<file path="config.mk">
export PLATFORM = sky130hd
export DESIGN_NAME = image_store_encode
export DESIGN_NICKNAME = d
export VERILOG_FILES = /design/src/rtl/image_store_encode.sv
export SDC_FILE = /design/constraint.sdc
export NUM_CORES = 1
export LEC_CHECK = 0
export CORE_ASPECT_RATIO = 0.5
export CORE_UTILIZATION = 49
export DETAILED_ROUTE_END_ITERATION = 10
export GPL_ROUTABILITY_DRIVEN = 0
export HOLD_SLACK_MARGIN = 0.05
export MAX_ROUTING_LAYER = met4
export PLACE_DENSITY = 0.83
export SETUP_SLACK_MARGIN = 0.5
export SYNTH_ARGS = -nofsm -noshare
export SYNTH_HDL_FRONTEND = slang
export SYNTH_SLANG_ARGS = --single-unit
</file>
<file path="constraint.sdc">
create_clock -name clk -period 7.24 [get_ports clk]
set_input_delay 1.086 -clock clk [delete_from_list [all_inputs] [get_ports clk]]
set_output_delay 1.086 -clock clk [all_outputs]
set_load 0.02 [all_outputs]
</file>
<file path="src/rtl/image_store_encode.sv">
// Avalon-ST video packetiser: wraps each raw sop..eop pixel frame in an optional
// control packet (type 0xF, nibble-packed width/height/interlace) and a type-0 video packet.
module image_store_encode #(
   parameter int DATA_WIDTH   = 24,
   parameter int COLOR_BITS   = 8,
   parameter int COLOR_PLANES = 3,
   parameter int SEND_CTRL    = 1
) (
   input  logic                  clk,
   input  logic                  rst,
   input  logic [15:0]           im_width,
   input  logic [15:0]           im_height,
   input  logic [3:0]            im_interlaced,
   input  logic [DATA_WIDTH-1:0] din_data,
   input  logic                  din_valid,
   input  logic                  din_startofpacket,
   input  logic                  din_endofpacket,
   output logic                  din_ready,
   output logic [DATA_WIDTH-1:0] dout_data,
   output logic                  dout_valid,
   output logic                  dout_startofpacket,
   output logic                  dout_endofpacket,
   input  logic                  dout_ready
);

   localparam int NIBS  = 9;
   localparam int BEATS = (NIBS + COLOR_PLANES - 1) / COLOR_PLANES;
   localparam int CW    = $clog2(BEATS + 1);

   typedef enum logic [4:0] {
      IDLE      = 5'b00001,
      CTRL_HDR  = 5'b00010,
      CTRL_DATA = 5'b00100,
      VID_HDR   = 5'b01000,
      VID_DATA  = 5'b10000
   } state_t;

   state_t          state, nxt_state;
   logic [15:0]     wid_q, hgt_q;
   logic [3:0]      intl_q;
   logic [CW-1:0]   cnt;
   logic            latch, cnt_inc;
   logic            last_beat;
   logic [DATA_WIDTH-1:0] payload;

   logic                  rdy_c, vld_c, sop_c, eop_c;
   logic [DATA_WIDTH-1:0] data_c;

   // Nibble n of the header, n=0 being W[15:12]; anything past the interlace nibble is 0.
   function automatic logic [3:0] nib_at(input logic [35:0] f, input int n);
      logic [35:0] sh;
      sh = f << (4 * n);
      return (n < NIBS) ? sh[35:32] : 4'h0;
   endfunction

   assign last_beat = (cnt == CW'(BEATS - 1));

   always_comb begin
      payload = '0;
      for (int s = 0; s < COLOR_PLANES; s++)
         payload[s*COLOR_BITS +: 4] = nib_at({wid_q, hgt_q, intl_q},
                                             int'(cnt) * COLOR_PLANES + s);
   end

   always_ff @(posedge clk or posedge rst) begin
      if (rst) state <= IDLE;
      else     state <= nxt_state;
   end

   always_comb begin
      nxt_state = state;
      rdy_c     = 1'b0;
      vld_c     = 1'b0;
      sop_c     = 1'b0;
      eop_c     = 1'b0;
      data_c    = '0;
      latch     = 1'b0;
      cnt_inc   = 1'b0;
      case (state)
         IDLE: begin
            rdy_c = 1'b1;
            // Hold the sop pixel back; it is forwarded once the headers are out.
            if (din_valid && din_startofpacket) begin
               rdy_c     = 1'b0;
               latch     = 1'b1;
               nxt_state = (SEND_CTRL != 0) ? CTRL_HDR : VID_HDR;
            end
         end
         CTRL_HDR: begin
            vld_c      = 1'b1;
            sop_c      = 1'b1;
            data_c[3:0] = 4'hF;
            if (dout_ready) nxt_state = CTRL_DATA;
         end
         CTRL_DATA: begin
            vld_c  = 1'b1;
            eop_c  = last_beat;
            data_c = payload;
            if (dout_ready) begin
               if (last_beat) nxt_state = VID_HDR;
               else           cnt_inc   = 1'b1;
            end
         end
         VID_HDR: begin
            vld_c = 1'b1;
            sop_c = 1'b1;
            if (dout_ready) nxt_state = VID_DATA;
         end
         VID_DATA: begin
            data_c = din_data;
            vld_c  = din_valid;
            rdy_c  = dout_ready;
            eop_c  = din_endofpacket;
            if (din_valid && dout_ready && din_endofpacket) nxt_state = IDLE;
         end
         default: nxt_state = IDLE;
      endcase
   end

   always_ff @(posedge clk or posedge rst) begin
      if (rst) begin
         wid_q  <= '0;
         hgt_q  <= '0;
         intl_q <= '0;
         cnt    <= '0;
      end else begin
         if (latch) begin
            wid_q  <= im_width;
            hgt_q  <= im_height;
            intl_q <= im_interlaced;
         end
         if (state != CTRL_DATA) cnt <= '0;
         else if (cnt_inc)       cnt <= cnt + 1'b1;
      end
   end

   // Outputs collapse to 0 while reset is held, even mid-cycle.
   assign din_ready          = rst ? 1'b0 : rdy_c;
   assign dout_valid         = rst ? 1'b0 : vld_c;
   assign dout_startofpacket = rst ? 1'b0 : sop_c;
   assign dout_endofpacket   = rst ? 1'b0 : eop_c;
   assign dout_data          = rst ? '0   : data_c;

endmodule
</file>
==> flow_metrics.py, run 1 <==
metrics = {
    "synth": {
        "yosys_warnings": 0,
        "synth-seq-cells": 43,
        "ys_seq_area_share_pct": 39.1,
        "synthCells": 221,
        "synth_area_per_cell_um2": 12.5,
        "async_flop_share_pct": 100,
        "synth-edff-count": 0,
        "syn_nets": 292,
        "synth_flop_cell": "dfrtp_1",
        "synth.largest_area_cell": "dfrtp_1",
        "synth_area_leaders": "dfrtp_1 (38%), mux2_2 (15%), mux4_2 (7.4%)",
        "synth_area_mm2": 0.00276,
        "synth_cell_types": 42,
        "synth_top_area_share_pct": 38.1,
    },
    "floorplan": {
        "initial_core_util_pct": 53.4,
        "die_width_um": 108,
        "dieArea_mm2": 0.00594,
        "die_y_um": 55.0,
        "num_rows": 18,
        "io_pins": 94,
        "coreArea_mm2": 0.00516,
    },
    "clocking": {
        "worstSkewPairLatency_ps": 300,
        "postCtsResizedCells": 0,
        "cts_sinks": 43,
        "cts_setup_buffers": 0,
        "hold_buffers": 0,
        "cts_tree": "done",
        "cts_buffer_depth": 2,
        "htreeDepth": 2,
        "numCtsBuffers": 5,
        "clkTransAtPathRegs_ps": 90,
        "clockRootBuffer": "clkbuf_8",
    },
    "run_status": {
        "status": "complete, no violations",
    },
    "setup_path": {
        "path_buf_inv": 4,
        "crit_family": "buffers and inverters",
        "slowest_delay_ps": 630,
        "cp_max_fo": 39,
        "endpoint_kind": "primary output",
        "worst_ep_required_time_ps": 6150,
        "crit_top_cell": "clkdlybuf4s50_1",
        "arrival_ps": 4030,
        "cp-start-kind": "input port",
        "path_class": "input port to primary output",
        "crit_path_top_delay_cell": "clkdlybuf4s50_1",
        "worstPathCellList": "clkdlybuf4s50_1, inv_1, buf_4, nand4b_1, nor2_1, a22o_1, clkdlybuf4s50_1",
    },
    "sta": {
        "setup_violations": 0,
        "report.final.hold_viol_count": 0,
        "fin_skew_ps": 6.61,
        "relSlewSlack_pct": 30.2,
        "worstMarginPinSlew_ps": 1040,
        "tns_ps": 0,
        "finalCriticalPeriod_ps": 5120,
        "fmax_mhz": 195,
        "slew_viol_final": 0,
        "rsz0062_at_grt": "no",
        "fin_crit_sh_pct": 70.7,
    },
    "power_and_ir_drop": {
        "clkPwrFrac_pct": 17.1,
        "ir_drop_mv": 0.170,
        "p_sw_mw": 0.378,
        "p_leak_nw": 1.48,
        "switching_share_pct": 34.0,
        "pwr-share-comb_pct": 42.0,
        "power_density_mw_per_mm2": 294,
        "power.internal_mw": 0.735,
        "p_seq_share_pct": 40.9,
    },
    "cells_and_area": {
        "final_cell_mix": "clkdlybuf4s50_1 (93), dfrtp_1 (42), mux2_2 (36)",
        "final_area_mm2": 0.00379,
        "layout.nets": 381,
        "drive_gt1_share_pct": 19.6,
        "layout_commonest_cell": "clkdlybuf4s50_1",
        "area_growth_pct": 37.6,
        "fillers": 383,
        "antenna_cells": 0,
    },
    "global_routing": {
        "grt_pass1_vias": 2072,
        "antenna_found_initial": 0,
        "grt_pass1_wl_um": 10600,
        "overflow": 0,
        "gr-usage-all-layers_pct": 25.2,
        "grt_max_degree": 40,
    },
    "detailed_routing": {
        "antenna_left": 0,
        "wl_um": 6940,
        "drt_iter0_drc": 88,
        "wire_per_inst_um": 18.2,
        "drt_first_pass_iters": 4,
        "viasPerCell": 5.67,
        "drc": 0,
        "vias": 2160,
    },
    "run": {
        "cap_violations": 0,
    },
    "place": {
        "place_area_mm2": 0.00368,
        "io_buffers": 93,
        "dpl.hpwl_um": 5170,
    },
    "worst_hold_path": {
        "hp-class": "register to register",
    },
}
-- synthesized netlist by cell type (all sizes together) (2+ instances only) --
cell,count
o22ai,5
mux4,16
dfrtp,42
xnor2,2
buf,12
inv,6
nor3,2
nand2,10
mux2i,11
o21ai,7
a21oi,8
mux2,37
xor2,2
nor4,3
nand3,9
nor2,10
and2,13
ha,5
a22o,6
nand2b,2
a32o,2
-- cell type report --
type	instances	area [um2]	share of cell area, %
multi-input combinational	159	1550	40.8
sequential	43	1080	28.4
timing repair buffer	95	946	25.0
tap	70	87.6	2.31
clock buffer	5	68.8	1.82
clock inverter	3	43.8	1.16
inverter	6	22.5	0.594
-- worst register-to-register path, cell delays in order, from the launching register on --
cell and delay (ps):
dfrtp_1 480, nor3_2 290, nand2_2 120, nor2_4 800
mux2_2 440
-- flip-flops by register name (all words and copies together) (netlist names) --
signal  count
cnt         2
state       5
hgt_q      16
intl_q      4
wid_q      16
-- metal layers --
layer,up-vias,track usage (%),wire length (um)
met4,0,8.22,72
li1,1007,-,-
met3,7,3.98,348
met5,-,-,0
met2,72,42.0,3520
met1,1074,32.5,2990
-- through the flow --
stage	worst slack, ps	total power [mW]	instances	hold WS, ps	util (%)
after floorplan	3070	0.774	221	480	-
after detailed placement	2120	0.923	373	501	71.3
after CTS	2120	1.12	381	521	73.5
after global placement	2220	0.895	373	492	71.3
after global routing	1820	1.17	381	547	73.5
final	2120	1.11	381	523	73.5
-- worst paths after layout --
path | cells past startpoint | from | endpoint | slack (ps)
worst max-delay path | 7 | rst | dout_data[11] | 2120
worst max register to register | 4 | state[4] | hgt_q[8] | 4990
min in group asynchronous | 2 | rst | state[1] | 1340
worst min-delay path | 1 | wid_q[1] | wid_q[1] | 520
worst min register to register | 1 | wid_q[1] | wid_q[1] | 520
max in group asynchronous | 3 | rst | hgt_q[13] | 5140
-- kinds of logic after synthesis --
| kind of cell | after synthesis | synth area share (%) |
|---|---|---|
| muxes | 64 | 33.2 |
| AOI/OAI and AO/OA | 31 | 7.36 |
| buffers and inverters | 19 | 4.81 |
| DFF | 43 | 39.1 |
| xor gates and xnor gates | 4 | 1.27 |
| adders and majority gates | 5 | 2.27 |
| and+or+nand+nor | 55 | 12.0 |
-- power by group through the flow --
stage                     clock (mW)  sequential (mW)  combinational (mW)
after detailed placement           0            0.457               0.466
after CTS                      0.192            0.453               0.471
after global placement             0            0.444               0.451
final                          0.190            0.455               0.468
after floorplan                    0            0.413               0.361
after global routing           0.204            0.467               0.503
Power figures use the tool's default switching activity.
==> inputs of run 2 (changes only) <==
--- a/config.mk
+++ b/config.mk
@@ -6,12 +6,12 @@
 export NUM_CORES = 1
 export LEC_CHECK = 0
 export CORE_ASPECT_RATIO = 0.5
-export CORE_UTILIZATION = 49
+export CORE_UTILIZATION = 42
 export DETAILED_ROUTE_END_ITERATION = 10
 export GPL_ROUTABILITY_DRIVEN = 0
 export HOLD_SLACK_MARGIN = 0.05
 export MAX_ROUTING_LAYER = met4
-export PLACE_DENSITY = 0.83
+export PLACE_DENSITY = 0.76
 export SETUP_SLACK_MARGIN = 0.5
 export SYNTH_ARGS = -nofsm -noshare
 export SYNTH_HDL_FRONTEND = slang
==> constraint.sdc (replaced) <==
create_clock -name clk -period 4.35 [get_ports clk]
set_input_delay 0.6525 -clock clk [delete_from_list [all_inputs] [get_ports clk]]
set_output_delay 0.6525 -clock clk [all_outputs]
set_load 0.02 [all_outputs]
==> run 2 against run 1 <==
Against the previous run: sequential share of layout area shrank 0.44 points; clock power grew 95%; clock skew shrank 0.98 ps; routed wire length grew 0.98%; critical path depth shrank 1; setup slack lost 1400 ps; total power grew 71%; worst hold slack lost 13 ps; first-iteration DRC count grew 40%; cell count grew 4.5%; combinational power grew 68%; clock-buffer cell count grew 1; critical endpoint is now dout_data[10].
==> flow_metrics.py, run 2 (synthesized netlist as in run 1, its figures left out) <==
metrics = {
    "setup_path": {
        "arrival_ps": 2970,
        "worstPathCellList": "clkdlybuf4s50_1, inv_1, nand4b_1, nor2_2, a22o_1, clkdlybuf4s50_1",
        "crit_path_top_delay_cell": "clkdlybuf4s50_1",
        "r2r_slack_ps": 2090,
        "path_buf_inv": 3,
        "slowest_delay_ps": 620,
        "cp_max_fo": 10,
        "endpoint_kind": "primary output",
        "reg2regPathDepth": 4,
        "crit_cells": 6,
        "cp-start-kind": "input port",
        "crit_top_cell": "clkdlybuf4s50_1",
        "path_class": "input port to primary output",
        "worst_ep_required_time_ps": 3700,
        "crit_family": "buffers and inverters",
    },
    "global_routing": {
        "grt_max_degree": 39,
        "antenna_found_initial": 0,
        "grt_pass1_wl_um": 10900,
        "gr-usage-all-layers_pct": 21.9,
        "overflow": 0,
        "grt_pass1_vias": 2228,
    },
    "sta": {
        "worstMarginPinSlew_ps": 1030,
        "fmax_mhz": 276,
        "report.final.hold_viol_count": 0,
        "rsz0062_at_grt": "no",
        "relSlewSlack_pct": 31.0,
        "tns_ps": 0,
        "finalCriticalPeriod_ps": 3620,
        "fin_crit_sh_pct": 83.3,
        "slew_viol_final": 0,
        "setup_violations": 0,
        "fin_skew_ps": 5.64,
        "holdWs_ps": 510,
    },
    "power_and_ir_drop": {
        "ir_drop_mv": 0.217,
        "power_density_mw_per_mm2": 494,
        "p_leak_nw": 1.49,
    },
    "floorplan": {
        "die_width_um": 117,
        "coreArea_mm2": 0.00621,
        "num_rows": 20,
        "die_y_um": 59.3,
        "initial_core_util_pct": 44.4,
        "io_pins": 94,
        "dieArea_mm2": 0.00691,
    },
    "cells_and_area": {
        "area_growth_pct": 39.8,
        "drive_gt1_share_pct": 20.3,
        "fillers": 518,
        "antenna_cells": 0,
        "reg.largest.list": "hgt_q: 16 flops, wid_q: 16 flops, state: 5 flops",
        "multiInputGateArea_mm2": 0.00155,
        "layout_commonest_cell": "clkdlybuf4s50_1",
        "layout.nets": 381,
        "seq_area_mm2": 0.00108,
        "final_area_mm2": 0.00385,
        "final_cell_mix": "clkdlybuf4s50_1 (93), dfrtp_1 (42), mux2_2 (36)",
    },
    "clocking": {
        "cts_sinks": 43,
        "clkTransAtPathRegs_ps": 60,
        "cts_buffer_depth": 2,
        "worstSkewPairLatency_ps": 280,
        "numCtsBuffers": 5,
        "htreeDepth": 2,
        "clockRootBuffer": "clkbuf_16",
        "cts_tree": "done",
        "cts_setup_buffers": 0,
    },
    "detailed_routing": {
        "wl_um": 7000,
        "wire_per_inst_um": 17.6,
        "vias": 2189,
        "drc": 0,
        "drt_iter0_drc": 123,
        "viasPerCell": 5.50,
        "drt_first_pass_iters": 4,
        "antenna_left": 0,
    },
    "place": {
        "io_buffers": 93,
        "dpl.hpwl_um": 5280,
        "place_area_mm2": 0.00370,
    },
    "run_status": {
        "status": "complete, no violations",
    },
    "worst_hold_path": {
        "hp-class": "register to register",
        "hold_depth": 1,
    },
    "run": {
        "cap_violations": 0,
    },
}
-- run 2: cell types whose count changed in the layout (fill, tap and decap cells not counted) --
cell	delta
ha_1	-1
clkinv_4	-1
clkbuf_8	-4
bufinv_16	-1
nor2_1	-1
and3_1	-1
clkbuf_16	+5
ha_2	+1
and3_2	+1
nor2_2	+1
-- run 2: layout make-up --
type	count	area share, %
clock buffer	6	3.61
clock inverter	1	0.130
inverter	6	0.585
multi-input combinational	159	40.3
sequential	43	28.0
tap	88	2.86
timing repair buffer	95	24.6
-- run 2: path summary, 6_finish.rpt --
kind	startpoint	to
max	rst	dout_data[10]
min	wid_q[2]	wid_q[2]
max reg2reg	state[4]	hgt_q[3]
min reg2reg	wid_q[2]	wid_q[2]
max in group asynchronous	rst	wid_q[8]
min in group asynchronous	rst	state[2]
-- run 2: stage by stage --
step                util [%]  cells  setup slack, ps  power [mW]
floorplan                  -    221             1050        1.29
global placement        59.6    391              701        1.49
detailed placement      59.6    391              618        1.53
CTS                     62.0    398              575        1.91
global route            62.1    398              548        2.02
finish                  62.1    398              727        1.90
-- run 2: where the power goes --
part	internal [mW]	leakage [nW]	switching, mW
Sequential	0.590	0.521	0.157
Combinational	0.465	0.898	0.321
Clock	0.224	0.0727	0.146
-- run 2: per-layer routing --
layer	global-route usage (%)	vias to the layer above	routed length [um]
met2	39.2	69	3530
met3	4.91	8	434
met4	5.79	0	68
li1	-	1012	-
met1	25.2	1100	2970
met5	-	-	0
-- run 2: repair_timing --
item | CTS | global route
resized for setup | 0 | 3
setup endpoints to repair | 0 | 23
hold buffers | 0 | 0
==> inputs of run 3 (changes only) <==
==> constraint.sdc (replaced) <==
create_clock -name clk -period 3.2 [get_ports clk]
set_input_delay 0.48 -clock clk [delete_from_list [all_inputs] [get_ports clk]]
set_output_delay 0.48 -clock clk [all_outputs]
set_load 0.02 [all_outputs]
==> run 3 against run 2 <==
Against the previous run: register-to-register slack got worse by 990 ps; clock-buffer cell count increased by 1; flip-flop and latch count unchanged; largest cell class unchanged; setup slack lost 230 ps; highest routed layer unchanged; critical path depth is 1 higher; clock power is 35% higher; final area increased by 7.2%; core utilization rose by 4.5 points.
==> flow_metrics.py, run 3 (synthesized netlist as in run 1, its figures left out) <==
metrics = {
    "run_status": {
        "status": "complete, no violations",
    },
    "clocking": {
        "worstSkewPairLatency_ps": 290,
        "cts_sinks": 43,
        "cts_tree": "done",
        "clkTransAtPathRegs_ps": 60,
        "cts_buffer_depth": 2,
        "clockRootBuffer": "clkbuf_16",
        "numCtsBuffers": 5,
        "hold_buffers": 0,
        "htreeDepth": 2,
    },
    "run": {
        "cap_violations": 0,
    },
    "floorplan": {
        "die_y_um": 59.3,
        "die_width_um": 117,
        "dieArea_mm2": 0.00691,
        "num_rows": 20,
        "initial_core_util_pct": 44.4,
        "io_pins": 94,
        "coreArea_mm2": 0.00621,
    },
    "setup_path": {
        "path_class": "register to primary output",
        "cp-start-kind": "register",
        "worst_ep_required_time_ps": 2720,
        "crit_path_top_delay_cell": "mux4_2",
        "slowest_delay_ps": 510,
        "arrival_ps": 2220,
        "worstPathCellList": "inv_2, ha_4, buf_6, mux4_2, mux2i_2, o22ai_1, buf_2",
        "cp_max_fo": 5,
        "endpoint_kind": "primary output",
        "path_buf_inv": 3,
        "crit_family": "multiplexers",
    },
    "detailed_routing": {
        "wl_um": 7840,
        "drc": 0,
        "wire_per_inst_um": 18.4,
        "viasPerCell": 5.52,
        "drt_first_pass_iters": 5,
        "drt_iter0_drc": 108,
        "antenna_left": 0,
        "vias": 2346,
    },
    "place": {
        "io_buffers": 93,
        "placed_cells": 399,
        "dp_slack_ps": 217,
        "dpl.hpwl_um": 5350,
        "place_area_mm2": 0.00379,
    },
    "power_and_ir_drop": {
        "power_density_mw_per_mm2": 670,
        "ir_drop_mv": 0.306,
        "finalPower_mw": 2.77,
        "p_leak_nw": 1.75,
    },
    "sta": {
        "fin_skew_ps": 5.86,
        "relSlewSlack_pct": 67.0,
        "fmax_mhz": 370,
        "setup_violations": 0,
        "finalWorstSetupSlack_ps": 500,
        "rsz0062_at_grt": "yes",
        "tns_ps": 0,
        "finalCriticalPeriod_ps": 2700,
        "holdWs_ps": 518,
        "fin_crit_sh_pct": 84.4,
        "report.final.hold_viol_count": 0,
        "slew_viol_final": 0,
        "worstMarginPinSlew_ps": 495,
    },
    "cells_and_area": {
        "final_core_util_pct": 66.6,
        "final_cell_mix": "clkdlybuf4s50_1 (67), dfrtp_1 (39), mux2_2 (36)",
        "antenna_cells": 0,
        "final_area_mm2": 0.00413,
        "stdcell_count": 425,
        "area_growth_pct": 49.9,
        "reg.largest.list": "hgt_q: 16 flops, wid_q: 16 flops, state: 5 flops",
        "layout_commonest_cell": "clkdlybuf4s50_1",
        "layout.nets": 407,
        "drive_gt1_share_pct": 34.1,
    },
    "global_routing": {
        "grt_pass1_wl_um": 11700,
        "gr-usage-all-layers_pct": 23.2,
        "antenna_found_initial": 0,
        "grt_pass1_vias": 2302,
        "grt_max_degree": 37,
        "overflow": 0,
    },
    "worst_hold_path": {
        "hp-class": "register to register",
    },
}
==> run 3: changes by cell type in the layout (fill, tap and decap cells not counted), sizes merged <==
| cell | previous run | this run |
|---|---|---|
| and3 | 1 | 3 |
| buf | 2 | 30 |
| clkbuf | 6 | 12 |
| clkdlybuf4s15 | 0 | 1 |
| clkdlybuf4s50 | 93 | 67 |
| clkinv | 1 | 0 |
| clkinvlp | 0 | 2 |
| dlygate4sd2 | 0 | 12 |
| dlymetal6s2s | 0 | 4 |
| inv | 6 | 5 |
==> run 3: where the power goes <==
part / internal [mW] / switching [mW]
registers: 0.803 / 0.231
clock network: 0.290 / 0.211
logic: 0.739 / 0.494
total: 1.83 / 0.935
==> run 3: final timing paths <==
path                       startpoint           end  slack [ps]  cells past startpoint
min in group asynchronous         rst      state[1]         610                      3
setup / recovery               cnt[0]  dout_data[3]         500                      7
hold reg to reg             hgt_q[10]     hgt_q[10]         520                      1
hold / removal              hgt_q[10]     hgt_q[10]         520                      1
setup reg to reg             state[2]      state[2]        1100                      8
max in group asynchronous         rst      state[0]        2330                      3
==> run 3: worst register-to-register path, delay by kind of cell (launching register included) <==
kind,cells,cell delay (ps)
multiplexers,1,360
AND/OR/NAND/NOR,3,680
buffers and inverters,4,450
flip-flops,1,490
==> run 3: layer usage <==
metal / track usage (%) / vias to the layer above / share of wire [%]
met5: - / - / 0
met4: 4.70 / 0 / 1.2
met3: 4.29 / 9 / 9.4
met2: 37.3 / 118 / 46
met1: 31.3 / 1156 / 43
li1: - / 1063 / -
==> run 3: what timing repair did <==
item,in CTS,in global routing
pin swaps,4,7
resized for setup,53,28
endpoints found under the setup margin,28,17
cloned,2,1
buffers inserted,6,9
==> run 3: layout make-up <==
cell class,count,area (um2)
Tap cell,88,110
Clock inverter,1,7.51
Sequential cell,43,1080
Inverter,6,26.3
Multi-Input combinational cell,161,1650
Clock buffer,7,133
Timing Repair Buffer,119,1120
Fill cell,478,2080
